**src/rtl/fetch_pkg.sv**
```systemverilog
// Shared types and constants for the instruction-fetch front end.
package fetch_pkg;

  typedef enum logic [1:0] {
    REQ  = 2'd0,
    WAIT = 2'd1,
    HOLD = 2'd2
  } fetch_state_e;

  // One fetched instruction paired with the address it came from.
  typedef struct packed {
    logic [31:0] pc;
    logic [31:0] inst;
  } fetch_entry_t;

  localparam logic [31:0] NOP_INST     = 32'h0000_0013;
  localparam logic [31:0] RESET_PC_DEF = 32'h0000_2000;

  // Force a redirect target onto a word boundary.
  function automatic logic [31:0] word_align(input logic [31:0] a);
    return a & ~32'h0000_0003;
  endfunction

endpackage

```
**src/rtl/fetch_if.sv**
```systemverilog
// Fetch <-> icache request/response channel.
interface fetch_if;
  logic        icache_req_valid;
  logic [31:0] icache_req_addr;
  logic        icache_req_ready;
  logic        icache_resp_valid;
  logic [31:0] icache_resp_data;

  modport master (
    output icache_req_valid, icache_req_addr,
    input  icache_req_ready, icache_resp_valid, icache_resp_data
  );

  modport slave (
    input  icache_req_valid, icache_req_addr,
    output icache_req_ready, icache_resp_valid, icache_resp_data
  );
endinterface

```
**src/rtl/fetch_skid_buf.sv**
```systemverilog
// One-entry {pc, inst} holding register for a response that arrives while
// the downstream is stalled. Flush wins over load, load over unload.
module fetch_skid_buf
  import fetch_pkg::*;
(
  input  logic         clk,
  input  logic         reset,
  input  logic         load,
  input  logic         unload,
  input  logic         flush,
  input  fetch_entry_t din,
  output logic         full,
  output fetch_entry_t dout
);

  // Capture/release the single entry.
  always_ff @(posedge clk or negedge reset) begin
    if (!reset) begin
      full <= 1'b0;
      dout <= '{pc: RESET_PC_DEF, inst: NOP_INST};
    end else if (flush) begin
      full <= 1'b0;
    end else if (load) begin
      full <= 1'b1;
      dout <= din;
    end else if (unload) begin
      full <= 1'b0;
    end
  end

endmodule

```
**src/rtl/fetch_stage.sv**
```systemverilog
// Instruction-fetch front end: owns the PC, runs one icache request at a
// time, and presents {PC, PC+4, inst} to ID. Optional performance counters
// are enabled with the FETCH_PERF_CNT_EN macro.
module fetch_stage
  import fetch_pkg::*;
#(
  parameter logic [31:0] RESET_PC = RESET_PC_DEF,
  parameter logic [31:0] PC_INC   = 32'd4
) (
  input  logic        clk,
  input  logic        reset,
  input  logic        stall,
  input  logic        redirect_valid,
  input  logic [31:0] redirect_pc,
  fetch_if.master     ic,
  output logic [31:0] PC,
  output logic [31:0] PCplus4_ID,
  output logic [31:0] inst_ID,
  output logic        inst_valid_ID,
  output logic        fetch_stall,
  output logic        misalign_err
`ifdef FETCH_PERF_CNT_EN
  ,
  output logic [31:0] fetch_count,
  output logic [31:0] miss_cycles
`endif
);

  fetch_state_e state, next_state;
  logic [31:0]  fetch_pc;
  logic         active;      // keeps the request low until the first edge after reset
  logic         drop_flag;   // next response belongs to a squashed path
  logic         accept;
  logic         load_resp, skid_load, skid_unload, skid_flush, id_load;
  logic         skid_full;
  fetch_entry_t resp_entry, skid_out, id_entry;

  assign ic.icache_req_addr = fetch_pc;
  assign accept             = ic.icache_req_valid && ic.icache_req_ready;
  assign resp_entry         = '{pc: fetch_pc, inst: ic.icache_resp_data};
  assign id_load            = load_resp || skid_unload;
  assign id_entry           = load_resp ? resp_entry : skid_out;
  assign PCplus4_ID         = PC + PC_INC;

  // State register.
  always_ff @(posedge clk or negedge reset) begin
    if (!reset) state <= REQ;
    else        state <= next_state;
  end

  // Next-state logic; a redirect always lands back in REQ except when it
  // coincides with an accepted request, whose response must still be drained.
  always_comb begin
    next_state = state;
    case (state)
      REQ:  if (accept) next_state = WAIT;
      WAIT: if (ic.icache_resp_valid) next_state = skid_load ? HOLD : REQ;
      HOLD: if (redirect_valid || !stall) next_state = REQ;
      default: next_state = REQ;
    endcase
  end

  // State-decoded outputs and datapath strobes.
  always_comb begin
    ic.icache_req_valid = 1'b0;
    fetch_stall         = 1'b0;
    load_resp           = 1'b0;
    skid_load           = 1'b0;
    skid_unload         = 1'b0;
    skid_flush          = 1'b0;
    case (state)
      REQ: ic.icache_req_valid = active;
      WAIT: begin
        fetch_stall = 1'b1;
        if (ic.icache_resp_valid && !redirect_valid && !drop_flag) begin
          if (stall) skid_load = 1'b1;
          else       load_resp = 1'b1;
        end
      end
      HOLD: begin
        if (redirect_valid)          skid_flush  = 1'b1;
        else if (!stall && skid_full) skid_unload = 1'b1;
      end
      default: ;
    endcase
  end

  // First request goes out one edge after reset release.
  always_ff @(posedge clk or negedge reset) begin
    if (!reset) active <= 1'b0;
    else        active <= 1'b1;
  end

  // Fetch address: redirect target, else advance once per delivered instruction.
  always_ff @(posedge clk or negedge reset) begin
    if (!reset)              fetch_pc <= RESET_PC;
    else if (redirect_valid) fetch_pc <= word_align(redirect_pc);
    else if (id_load)        fetch_pc <= fetch_pc + PC_INC;
  end

  // Drop tracking: a redirect with a request in flight marks its response stale.
  always_ff @(posedge clk or negedge reset) begin
    if (!reset) begin
      drop_flag <= 1'b0;
    end else if (state == WAIT) begin
      if (ic.icache_resp_valid) drop_flag <= 1'b0;
      else if (redirect_valid)  drop_flag <= 1'b1;
    end else if (accept && redirect_valid) begin
      drop_flag <= 1'b1;
    end
  end

  // ID registers: squash on redirect, hold on stall, bubble when nothing new.
  always_ff @(posedge clk or negedge reset) begin
    if (!reset) begin
      PC            <= RESET_PC;
      inst_ID       <= NOP_INST;
      inst_valid_ID <= 1'b0;
    end else if (redirect_valid) begin
      inst_ID       <= NOP_INST;
      inst_valid_ID <= 1'b0;
    end else if (id_load) begin
      PC            <= id_entry.pc;
      inst_ID       <= id_entry.inst;
      inst_valid_ID <= 1'b1;
    end else if (!stall) begin
      inst_ID       <= NOP_INST;
      inst_valid_ID <= 1'b0;
    end
  end

  // Single-cycle flag for a redirect target that is not word aligned.
  always_ff @(posedge clk or negedge reset) begin
    if (!reset) misalign_err <= 1'b0;
    else        misalign_err <= redirect_valid && (redirect_pc[1:0] != 2'b00);
  end

  fetch_skid_buf u_skid (
    .clk    (clk),
    .reset  (reset),
    .load   (skid_load),
    .unload (skid_unload),
    .flush  (skid_flush),
    .din    (resp_entry),
    .full   (skid_full),
    .dout   (skid_out)
  );

`ifdef FETCH_PERF_CNT_EN
  // Delivered-instruction and miss-cycle counters, free-running and wrapping.
  always_ff @(posedge clk or negedge reset) begin
    if (!reset) begin
      fetch_count <= '0;
      miss_cycles <= '0;
    end else begin
      if (id_load)        fetch_count <= fetch_count + 32'd1;
      if (state == WAIT)  miss_cycles <= miss_cycles + 32'd1;
    end
  end
`endif

endmodule
```
**src/flat_wrapper.sv**
```systemverilog
// flat-port wrapper written by rule: the top's interface ports become plain ports
module fetch_stage_flat import fetch_pkg::*;
#(
  parameter logic [31:0] RESET_PC = RESET_PC_DEF,
  parameter logic [31:0] PC_INC   = 32'd4
)
  (clk, reset, stall, redirect_valid, redirect_pc, PC, PCplus4_ID, inst_ID, inst_valid_ID, fetch_stall, misalign_err, ic_icache_req_valid, ic_icache_req_addr, ic_icache_req_ready, ic_icache_resp_valid, ic_icache_resp_data);
  fetch_if ic_i ();
  input  logic clk;
  input  logic reset;
  input  logic stall;
  input  logic redirect_valid;
  input  logic [31:0] redirect_pc;
  output logic [31:0] PC;
  output logic [31:0] PCplus4_ID;
  output logic [31:0] inst_ID;
  output logic inst_valid_ID;
  output logic fetch_stall;
  output logic misalign_err;
  output wire logic [$bits(ic_i.icache_req_valid)-1:0] ic_icache_req_valid;
  output wire logic [$bits(ic_i.icache_req_addr)-1:0] ic_icache_req_addr;
  input wire logic [$bits(ic_i.icache_req_ready)-1:0] ic_icache_req_ready;
  input wire logic [$bits(ic_i.icache_resp_valid)-1:0] ic_icache_resp_valid;
  input wire logic [$bits(ic_i.icache_resp_data)-1:0] ic_icache_resp_data;
  assign ic_icache_req_valid = ic_i.icache_req_valid;
  assign ic_icache_req_addr = ic_i.icache_req_addr;
  assign ic_i.icache_req_ready = ic_icache_req_ready;
  assign ic_i.icache_resp_valid = ic_icache_resp_valid;
  assign ic_i.icache_resp_data = ic_icache_resp_data;
  fetch_stage #(.RESET_PC(RESET_PC), .PC_INC(PC_INC)) u_core (.clk(clk), .reset(reset), .stall(stall), .redirect_valid(redirect_valid), .redirect_pc(redirect_pc), .ic(ic_i), .PC(PC), .PCplus4_ID(PCplus4_ID), .inst_ID(inst_ID), .inst_valid_ID(inst_valid_ID), .fetch_stall(fetch_stall), .misalign_err(misalign_err));
endmodule
```
**config.mk**
```make
export PLATFORM = sky130hd
export DESIGN_NAME = fetch_stage_flat
export DESIGN_NICKNAME = d
export VERILOG_FILES = /design/src/rtl/fetch_pkg.sv /design/src/rtl/fetch_if.sv /design/src/rtl/fetch_skid_buf.sv /design/src/rtl/fetch_stage.sv /design/src/flat_wrapper.sv
export SDC_FILE = /design/constraint.sdc
export NUM_CORES = 1
export LEC_CHECK = 0
export BUFFER_PORTS_ARGS = -buffer_cell sky130_fd_sc_hd__buf_2
export CAP_MARGIN = 20
export CELL_PAD_IN_SITES_DETAIL_PLACEMENT = 1
export CELL_PAD_IN_SITES_GLOBAL_PLACEMENT = 1
export CORE_MARGIN = 2
export CORE_UTILIZATION = 35
export DETAILED_ROUTE_END_ITERATION = 8
export PLACE_DENSITY = 0.78
export SYNTH_ARGS = -nofsm -noshare
export SYNTH_HDL_FRONTEND = slang
export SYNTH_HIERARCHICAL = 1
export SYNTH_SLANG_ARGS = --single-unit
```
**constraint.sdc**
```tcl
create_clock -name clk -period 6.1 [get_ports clk]
set_input_delay 0.305 -clock clk [delete_from_list [all_inputs] [get_ports clk]]
set_output_delay 0.305 -clock clk [all_outputs]
set_load 0.02 [all_outputs]
```
=== Word level (Yosys, flattened, before mapping) ===
Index checks and enable logic that the tools add are counted.

* Logic and storage cells: 76
* Bits of input ports: 70
* Output and inout port bits: 132
* Register bits after elaboration: 167

* Multiplexer cells: 34
* Reductions and logical operators: 20
* Equal/unequal tests: 7
* $add $sub $neg: 2
* Bitwise gates (word level): 2

{| class="wikitable"
|+ Operator list
! operator !! number
|-
| two-way mux 32 bit || 5
|-
| adder 32 x 3 -> 32 bit (second input constant) || 2
|-
| two-way mux 64 bit || 1
|-
| two-way mux 1 bit || 23
|-
| two-way mux 2 bit || 4
|-
| logical AND 1 bit || 6
|-
| case mux 2 bit (3 select lines) || 1
|-
| AND reduction 2 bit || 3
|-
| nonzero test 2 bit || 3
|-
| != test 2 x 1 -> 1 bit (second input constant) || 2
|-
| logical NOT 1 bit || 3
|-
| != test 3 x 1 -> 1 bit (second input constant) || 1
|-
| != test 3 bit (second input constant) || 1
|-
| AND reduction 3 bit || 1
|-
| nonzero test 3 bit || 1
|-
| == test 2 x 1 -> 1 bit (second input constant) || 1
|-
| == test 2 bit (second input constant) || 1
|-
| logical NOT 2 bit || 1
|-
| logical OR 1 bit || 2
|-
| != test 2 bit (second input constant) || 1
|-
| NOT 1 bit || 2
|}

=== Longest topological paths before layout ===
Gate-level depths: netlist of the first run.

* Depth after elaboration: 8
* Depth in mapped cells: 8

=== Hierarchy ===
Netlist of the first run, hierarchy kept.

{| class="wikitable"
|+ Modules (own cells, without submodules)
! module !! cells an instance !! area an instance (µm²) !! instances
|-
| fetch_stage || 596 || 5342.6 || 1
|-
| fetch_skid_buf || 140 || 2746.4 || 1
|}

=== Least setup slack after synthesis of the first run ===
No wires, ideal clock.

* Path kind: register -> output
* Start: reg u_core.PC[13]
* End: out PCplus4_ID[27]
* Stages on the path, launching flop included: 6
* Setup slack: 3.659 ns
* Path buffers: 0
* Required time: 5.795 ns
* Arrival: 2.136 ns
* Cells stage by stage: dfstp_2 and4_1 nand3_1 nor4_1 nand3_1 xnor2_1

* Longest elaborated chain between the ends: 1

{| class="wikitable"
|+ RTL lines
! element !! line !! RTL
|-
| start, declared || fetch_stage.sv:16 || <nowiki>output logic [31:0] PC,</nowiki>
|-
| start signal, assigned || fetch_stage.sv:123 || <nowiki>PC <= id_entry.pc;</nowiki>
|-
| adder 32 x 3 -> 32 bit || fetch_stage.sv:43 || <nowiki>assign PCplus4_ID = PC + PC_INC;</nowiki>
|-
| end, declared || flat_wrapper.sv:15 || <nowiki>output logic [31:0] PCplus4_ID;</nowiki>
|}

Every way passes these cells.

=== Worst setup path after layout of the first run ===
* Start: reg u_core.PC[13]
* End: out PCplus4_ID[31]

Same word-level chain as after synthesis.

==> qor_table.md, run 1 <==
| Group | Parameter | Reported |
| --- | --- | --- |
| yosys | Mean post-synth cell area | 11.0 um^2 |
| routing | Starting DRC count in detailed routing | 343 |
| placed design | Placed wire-length estimate | 16300 um |
| routing | Met2 wire len | 11600 um |
| floorplanning | Area of the core | 22600 um^2 |
| layout | Final Net Count | 989 |
| global routing | Initial antenna violation count | 3 |
| cts | TritonCTS clock tree | yes |
| routing | Drc violations | 0 |
| timing | F_max | 317 MHz |
| global routing | Global route total overflow | 0 |
| yosys | Largest area contributor in the netlist | sky130_fd_sc_hd__dfrtp_1 |
| cts | Buffers from clock root to sink, at most | 2 |
| routing | Met3 wirelength from detailed routing | 1220 um |
| setup path | Worst setup path startpoint | u_core/PC[13] |
| cts | CTS clock-pin slew for the worst setup and hold paths | 0.07 ns |
| timing | Total Negative Setup Slacks | 0 ns |
| placed design | Post-placement worst setup slack | 2.66 ns |
| setup path | Worst reg-to-reg setup slack | 3.15 ns |
| flow run | Number of violations of the max-capacitance limit | 0 |
| floorplanning | Die area | 24300 um^2 |
| worst hold path | Hold path start | redirect_pc[30] |
| routing | Detail-routed via count per cell | 5.41 |
| setup path | Total buffers and inverters traversed by the critical path | 1 |
| setup path | CP top delay family | simple AND/OR/NAND/NOR gates |
| routing | Vias after detailed routing | 6587 |
| setup path | Peak fanout along the critical path | 7 |
| placed design | Placed cells | 1182 |
| timing | Slew at the pin with the worst max-slew slack | 1.01 ns |
| global routing | Overall global routing resource usage | 19.7% |
| yosys | Sequential-to-total area share from yosys stat | 51.2% |
| setup path | Slowest-stage cell, CP | sky130_fd_sc_hd__nor4_1 |
| yosys | EDFF count, synth | 0 |
| yosys | Synth async-reset ratio | 100% |
| layout | Relative area change from synthesis to final layout | 21.8% |
| placed design | Count of buffers from port buffering | 199 |
| setup path | Most frequent cell on the critical path | sky130_fd_sc_hd__nand3_1 |
| timing | Worst setup margin | 2.95 ns |
| yosys | Flops & latches, synth | 165 |
| routing | Met1 wire length | 10700 um |
| timing | Final Hold Violating Endpoints | 0 |
| timing | Max Clock Skew | 0.0135 ns |
| floorplanning | Initial cell density of the core | 35.7% |
| floorplanning | Die height | 156 um |
| pwr | Design Power | 4.04 mW |
| setup path | Data required time at the worst endpoint | 5.79 ns |
| routing | Remaining antenna violation count after routing | 0 |
| timing | Final Slew Violations | 0 |
| layout | Fraction of layout cells with a size suffix above 1 | 34.8% |
| floorplanning | DIE WIDTH | 156 um |
| yosys | Largest cells by area after synthesis | sky130_fd_sc_hd__dfrtp_1 48%, sky130_fd_sc_hd__mux2_4 11%, sky130_fd_sc_hd__a222oi_1 3.6% |
| yosys | Post-synth top area share | 48.3% |
| timing | Final period demand of the worst path | 3.15 ns |
| floorplanning | Number of top-level pins | 202 |
| yosys | Synth top cells by count | 156 x sky130_fd_sc_hd__dfrtp_1, 73 x sky130_fd_sc_hd__nor2_1, 68 x sky130_fd_sc_hd__nand2_1 |
| yosys | Most frequently used flop master after synthesis | sky130_fd_sc_hd__dfrtp_1 |
| cts | Clock latency reported for the late side of the worst-skew pair | 0.44 ns |
| setup path | Endpoint kind of the worst setup timing path | primary output |
| timing | Max-slew headroom | 32.4% |
| setup path | Startpoint types | flop |
| timing | Unrepaired setup endpoints after global routing | false |
| placed design | Final weighted congestion of routability-driven global placement | 0.814 |
| cts | Clk root buf | sky130_fd_sc_hd__clkbuf_16 |
| routing | Avg WL per Cell | 19.7 um |
| setup path | Class of the most critical setup path | reg2out |
| cts | Number of H-tree levels | 4 |
| yosys | Synthesis warning total | 6 |
| pwr | Leakage dissipation | 4.83 nW |
| pwr | Power density over cell area | 410 nW/um^2 |
| timing | Final worst path period share | 51.7% |
| global routing | Wire length of the first global-routing pass | 37400 um |
| yosys | Synthesized cell area | 8090 um^2 |
| yosys | Most frequently used cell type in the post-synthesis netlist | sky130_fd_sc_hd__dfrtp_1 |
| routing | Total wire length after detailed routing | 24000 um |
| setup path | Crit-path max cell delay | 0.78 ns |
| timing | Setup violators final | 0 |
| yosys | Post-Syn Instances | 736 |
| setup path | Arrival @ worst endpoint | 2.85 ns |
| worst hold path | Type of the worst min-delay path | in2reg |
| routing | Highest routing layer actually used | met5 |
| global routing | Vias in the first global route | 6734 |
| yosys | Unique cell type count in the Yosys netlist | 60 |
| pwr | Peak VDD IR | 0.000197 V |
| cts | Sink count of the clock tree | 165 |
| cts | Post-CTS Setup Bufs | 0 |
| routing | First-pass DRT Iterations | 6 |
| layout | Post-route non-filler standard cell count | 1217 |
| setup path | Reg2Reg Launch Point | u_core/state[1] |
| setup path | CP Cell Sequence | and4_1 > nand3_1 > nor4_1 > nand3_1 > xnor2_1 > buf_2 |
| outcome | Result of the run | complete, no violations |
| global routing | Pin count of the biggest net entering global routing | 89 |
| cts | Number of CTS-inserted buffers | 17 |
| floorplanning | Row Count | 55 |
## layout make-up
type | count | area (um^2)
tap | 285 | 357
clock inverter | 15 | 181
multi-input combinational | 488 | 3520
antenna | 2 | 5.00
fill | 2551 | 12800
sequential | 165 | 4140
timing repair buffer | 208 | 1080
inverter | 37 | 139
clock buffer | 17 | 425
## layer usage
metal,global-route usage [%],vias up
li1,-,3036
met1,25.7,3336
met2,32.6,183
met3,4.64,30
met4,6.33,2
met5,0,-
## worst paths after layout
check | to | depth (start not counted)
min reg2reg | u_core/inst_valid_ID | 2
max in group asynchronous | u_core/PC[9] | 3
min in group asynchronous | u_core/misalign_err | 2
min | u_core/ic.icache_req_addr[30] | 2
max reg2reg | u_core/u_skid/dout[59] | 7
max | PCplus4_ID[31] | 6
## kinds of logic (layout without fill, tap and decap cells)
| kind of cell | after synthesis | in the layout | share of synthesized area [%] |
|---|---|---|---|
| simple gates | 247 | 247 | 14.8 |
| flops | 165 | 165 | 51.2 |
| mux | 67 | 67 | 12.1 |
| compound gates | 135 | 135 | 12.3 |
| fa+ha+maj | 2 | 2 | 0.309 |
| buf+inv | 86 | 277 | 5.74 |
| other cells | 2 | 7 | 0.0928 |
| xor+xnor | 32 | 32 | 3.46 |
## state kept, by name, indices dropped and copies added (netlist names)
| signal | flops |
|---|---|
| u_core/drop_flag | 1 |
| u_core/inst_ID | 32 |
| u_core/inst_valid_ID | 1 |
| u_core/PC | 32 |
| u_core/active | 1 |
| u_core/u_skid/dout | 64 |
| u_core/u_skid/full | 1 |
| u_core/misalign_err | 1 |
| u_core/state | 2 |
| u_core/ic.icache_req_addr | 30 |
## cell usage in the layout (no fill, tap or decap), types with 7 or more instances in the layout
cell and instances:
sky130_fd_sc_hd__clkbuf_16 17, sky130_fd_sc_hd__nor3_1 14, sky130_fd_sc_hd__inv_1 37, sky130_fd_sc_hd__nor4_1 7
sky130_fd_sc_hd__xnor2_1 22, sky130_fd_sc_hd__inv_8 7, sky130_fd_sc_hd__a31oi_1 14, sky130_fd_sc_hd__nand4_1 12
sky130_fd_sc_hd__o311ai_0 7, sky130_fd_sc_hd__buf_2 198, sky130_fd_sc_hd__nand2_1 68, sky130_fd_sc_hd__dfrtp_1 156
sky130_fd_sc_hd__nor2_1 72, sky130_fd_sc_hd__and3_1 10, sky130_fd_sc_hd__a222oi_1 29, sky130_fd_sc_hd__o21ai_0 18
sky130_fd_sc_hd__a21oi_1 13, sky130_fd_sc_hd__xor2_1 10, sky130_fd_sc_hd__buf_4 7, sky130_fd_sc_hd__nand3_1 28
sky130_fd_sc_hd__dfstp_2 9, sky130_fd_sc_hd__o22ai_1 25, sky130_fd_sc_hd__mux2_4 60
## stage by stage
stage,instance area [um^2],utilization [%],hold slack (ns)
after detailed placement,9230,40.8,0.445
final,9850,43.5,0.0887
after floorplan,8100,-,0.00941
after CTS,9850,43.5,0.0742
after global placement,9230,40.8,0.437
after global routing,9850,43.5,0.0721
## power by group
| group | internal [mW] | leakage, nW | total (mW) | switching [mW] |
|---|---|---|---|---|
| combinational | 0.552 | 2.45 | 1.21 | 0.661 |
| clock | 0.591 | 0.301 | 1.09 | 0.504 |
| sequential | 1.40 | 2.07 | 1.73 | 0.326 |
## worst reg2reg max path, stage by stage, from the launching register on
cell,delay (ns)
sky130_fd_sc_hd__dfrtp_1,0.44
sky130_fd_sc_hd__nand2b_1,0.20
sky130_fd_sc_hd__inv_1,0.10
sky130_fd_sc_hd__nand2_1,0.07
sky130_fd_sc_hd__nor3_1,0.32
sky130_fd_sc_hd__nor2b_4,0.89
sky130_fd_sc_hd__buf_12,0.40
sky130_fd_sc_hd__mux2_2,0.40
## timing repair
action                                 CTS  global route
gates resized for setup                  0             0
endpoints found under the hold margin   81             0
hold buffers                             1             0
(Power assumes the default switching activity.)
==> run 2: changes to the inputs <==
- ABC_AREA: default -> 1
- PLACE_DENSITY: 0.78 -> 0.82
- clock period: 6.1 -> 3.05 ns (I/O delays scaled with it)
==> run 2 against run 1 <==
Die area is 4.9% higher; global-route usage increased by 3.8 points; design area increased by 10%; clock skew grew 0.00056 ns; register-to-register slack worse by 2.1 ns; wire length increased by 25%; area after synthesis rose by 5.0%.
==> qor_table.md, run 2 <==
| Group | Parameter | Reported | Delta |
| --- | --- | --- | --- |
| outcome | Result of the run | complete, no violations |  |
| global routing | Pin count of the biggest net entering global routing | 77 | -13% |
| yosys | Synth top cells by count | 418 x sky130_fd_sc_hd__nand2_1, 156 x sky130_fd_sc_hd__dfrtp_1, 140 x sky130_fd_sc_hd__nand3_1 |  |
| cts | Post-CTS Hold Buffers | 51 | +50 |
| layout | Post-route core utilization | 45.0% | +1.5 points |
| floorplanning | Row Count | 57 | +3.6% |
| timing | Max-slew headroom | 46.5% | +14 points |
| yosys | Adder and majority gate portion of the synthesized area | 0.295% | -0.015 points |
| setup path | Worst reg-to-reg setup slack | 1.05 ns | -2.10 ns |
| yosys | Flops & latches, synth | 165 | unchanged |
| setup path | Crit-path max cell delay | 0.52 ns | -0.26 ns |
| yosys | Dominant combinational cell family by area after synthesis | simple AND/OR/NAND/NOR gates |  |
| cts | Clock latency reported for the late side of the worst-skew pair | 0.43 ns | about the same |
| yosys | Mean post-synth cell area | 7.68 um^2 | -30% |
| global routing | Wire length of the first global-routing pass | 47900 um | +28% |
| layout | Count of inserted antenna diode cells | 0 | -2 |
| routing | Remaining antenna violation count after routing | 0 | unchanged |
| setup path | Data required time at the worst endpoint | 2.90 ns | -2.89 ns |
| pwr | Combinational Power Share | 32.5% | +2.5 points |
| layout | Fill count | 3060 | +20% |
| cts | Clk root buf | sky130_fd_sc_hd__clkbuf_16 |  |
| floorplanning | Area of the core | 24100 um^2 | +6.5% |
| yosys | Post-Syn Instances | 1106 | +50% |
| flow run | Number of violations of the max-capacitance limit | 0 | unchanged |
| setup path | CP Cell Sequence | ha_1 > nand3_1 > nor3_1 > nand4_1 > xor2_1 > buf_2 |  |
| cts | Post-CTS Setup Bufs | 0 | unchanged |
| routing | Vias after detailed routing | 8532 | +30% |
| setup path | Reg2Reg Launch Point | u_core/ic.icache_req_addr[2] |  |
| yosys | Synthesized cell area | 8490 um^2 | +5.0% |
| routing | Drc violations | 0 | unchanged |
| pwr | Clock network power share | 25.8% | -1.3 points |
| routing | First-pass DRT Iterations | 5 | -1 |
| layout | Fraction of layout cells with a size suffix above 1 | 20.3% | -15 points |
| yosys | Unique cell type count in the Yosys netlist | 35 | -42% |
| timing | Final Slew Violations | 0 | unchanged |
| timing | Final worst path period share | 86.3% |  |
| layout | Flip-flop count of the largest register after layout | 64 | unchanged |
| setup path | Slowest-stage cell, CP | sky130_fd_sc_hd__nor3_1 |  |
| cts | Number of H-tree levels | 4 | unchanged |
| cts | Buffers from clock root to sink, at most | 2 | unchanged |
| global routing | Initial antenna violation count | 1 | -2 |
| routing | Total wire length after detailed routing | 29900 um | +25% |
| yosys | Synthesis warning total | 6 | unchanged |
| placed design | Final weighted congestion of routability-driven global placement | 0.840 | +3.3% |
| timing | Final period demand of the worst path | 2.63 ns |  |
| routing | Detail-routed via count per cell | 5.09 | -6.0% |
| floorplanning | Die height | 160 um | +2.4% |
| placed design | Count of buffers from port buffering | 199 | unchanged |
| cts | Sink count of the clock tree | 165 | unchanged |
| setup path | Arrival @ worst endpoint | 2.48 ns | -0.37 ns |
| floorplanning | DIE WIDTH | 160 um | +2.4% |
| timing | Unrepaired setup endpoints after global routing | false |  |
| layout | Register containing the most flip-flops in the final layout | u_core/u_skid/dout |  |
| placed design | Post-placement worst setup slack | 0.838 ns | -1.82 ns |
| setup path | Class of the most critical setup path | reg2out |  |
| yosys | Post-synth top area share | 46.0% | -2.3 points |
| yosys | Sequential-to-total area share from yosys stat | 48.7% | -2.4 points |
| timing | Slew at the pin with the worst max-slew slack | 0.802 ns | -0.209 ns |
| setup path | Startpoint types | flop |  |
| global routing | Vias in the first global route | 8850 | +31% |
| timing | Setup violators final | 0 | unchanged |
| worst hold path | Hold path start | redirect_pc[10] |  |
| routing | Starting DRC count in detailed routing | 567 | +65% |
| pwr | Proportion of power drawn by flip-flops and latches | 41.8% | -1.0 points |
| layout | Largest registers | u_core/u_skid/dout x64, u_core/PC x32, u_core/inst_ID x32 |  |
| yosys | Post-synthesis xor/xnor area fraction | 3.81% | +0.35 points |
| yosys | Mux share of post-synthesis cell area | 0% | -12 points |
| pwr | Switching power share of the total | 40.2% | +3.3 points |
| layout | Most frequent cells in the layout | 418 x sky130_fd_sc_hd__nand2_1, 198 x sky130_fd_sc_hd__buf_2, 156 x sky130_fd_sc_hd__dfrtp_1 |  |
| floorplanning | Number of top-level pins | 202 | unchanged |
| timing | Final Hold Violating Endpoints | 0 | unchanged |
| floorplanning | Die area | 25500 um^2 | +4.9% |
| setup path | Endpoint kind of the worst setup timing path | primary output |  |
| pwr | Leakage dissipation | 5.62 nW | +16% |
| setup path | Worst setup path startpoint | u_core/PC[3] |  |
| cts | Number of CTS-inserted buffers | 17 | unchanged |
| cts | CTS clock-pin slew for the worst setup and hold paths | 0.06 ns | about the same |
| layout | Multi-input combinational cell area | 3810 um^2 | +8.1% |
| setup path | Peak fanout along the critical path | 5 | -2 |
| yosys | Post-synthesis compound-gate area fraction | 6.11% | -6.2 points |
| yosys | Most frequently used cell type in the post-synthesis netlist | sky130_fd_sc_hd__nand2_1 |  |
| layout | Final Net Count | 1412 | +43% |
| yosys | Simple-gate share of the synthesized area | 34.3% | +20 points |
| pwr | Peak VDD IR | 0.000402 V | +100% |
| yosys | Synth async-reset ratio | 100% | unchanged |
| placed design | Placed wire-length estimate | 20400 um | +25% |
| yosys | Largest cells by area after synthesis | sky130_fd_sc_hd__dfrtp_1 46%, sky130_fd_sc_hd__nand2_1 18%, sky130_fd_sc_hd__nand3_1 8.2% |  |
| cts | TritonCTS clock tree | yes |  |
| pwr | Power density over cell area | 745 nW/um^2 | +82% |
| pwr | Internal Pwr Total | 4.84 mW | +90% |
| timing | Final hold slack | 0.0258 ns | -0.0630 ns |
| routing | Avg WL per Cell | 17.8 um | -9.5% |
| global routing | Global route total overflow | 0 | unchanged |
| layout | Sequential standard cell area | 4140 um^2 | unchanged |
| yosys | Most frequently used flop master after synthesis | sky130_fd_sc_hd__dfrtp_1 |  |
| layout | Most common library cell in the layout ignoring fill and taps | sky130_fd_sc_hd__nand2_1 |  |
| timing | Total Negative Setup Slacks | 0 ns | unchanged |
| pwr | Power spent charging and discharging nets | 3.25 mW | +120% |
| timing | Max Clock Skew | 0.0140 ns | +0.000561 ns |
| layout | Relative area change from synthesis to final layout | 27.8% |  |
| timing | Worst setup margin | 0.417 ns | -2.53 ns |
| cts | Gates resized, CTS repair | 0 | unchanged |
| floorplanning | Initial cell density of the core | 35.2% | -0.49 points |
| worst hold path | Type of the worst min-delay path | in2reg |  |
| yosys | Largest area contributor in the netlist | sky130_fd_sc_hd__dfrtp_1 |  |
| global routing | Overall global routing resource usage | 23.5% | +3.8 points |
| timing | F_max | 380 MHz |  |
| yosys | EDFF count, synth | 0 | unchanged |
==> run 2: path summary, 6_finish.rpt <==
| check | to | depth (start not counted) |
|---|---|---|
| worst max-delay path | PCplus4_ID[20] | 6 |
| worst min register to register | u_core/u_skid/dout[1] | 2 |
| max in group asynchronous | u_core/u_skid/dout[0] | 3 |
| worst min-delay path | u_core/ic.icache_req_addr[10] | 3 |
| worst max register to register | u_core/ic.icache_req_addr[20] | 10 |
| min in group asynchronous | u_core/ic.icache_req_addr[25] | 2 |
==> run 2: cell families (layout without fill, tap and decap cells) <==
family / count (synthesis) / count (layout)
compound gates: 88 / 88
xor+xnor: 37 / 37
fa+ha+maj: 2 / 2
buf+inv: 122 / 366
flops: 165 / 165
other cells: 2 / 5
simple gates: 690 / 690
==> run 2: metrics by stage <==
| step | total power, mW | instances | area [um^2] |
|---|---|---|---|
| after floorplan | 4.91 | 1109 | 8510 |
| after global placement | 5.87 | 1593 | 9760 |
| after detailed placement | 5.97 | 1593 | 9760 |
| after CTS | 8.14 | 1676 | 10800 |
| after global routing | 8.57 | 1677 | 10900 |
| final | 8.09 | 1677 | 10900 |
==> run 2: critical path, delay by kind of cell (launching register included) <==
kind	cells	cell delay, ns
xor+xnor	1	0.19
buf+inv	1	0.18
flops	1	0.47
fa+ha+maj	1	0.25
simple gates	3	0.97
==> run 2: power groups by stage <==
stage / Clock (mW) / Combinational, mW / Sequential, mW
floorplan: 0 / 1.40 / 3.51
CTS: 2.13 / 2.63 / 3.37
detailed placement: 0 / 2.57 / 3.41
global route: 2.21 / 2.90 / 3.47
finish: 2.08 / 2.63 / 3.38
global placement: 0 / 2.49 / 3.38
==> run 2: cell type report <==
cell class                      instances  share of cell area (%)
Clock buffer                           23                    4.31
Clock inverter                          9                   0.887
Inverter                               69                    2.39
Multi-Input combinational cell        822                    35.1
Sequential cell                       165                    38.1
Tap cell                              324                    3.73
Timing Repair Buffer                  265                    15.5
==> run 2: metal layers <==
layer	vias to the layer above	GRT usage [%]	share of wire, %
met5	-	0	0.043
met4	2	8.11	2.5
met3	51	3.84	4.3
met2	231	38.4	47
met1	4237	31.8	46
li1	4011	-	-
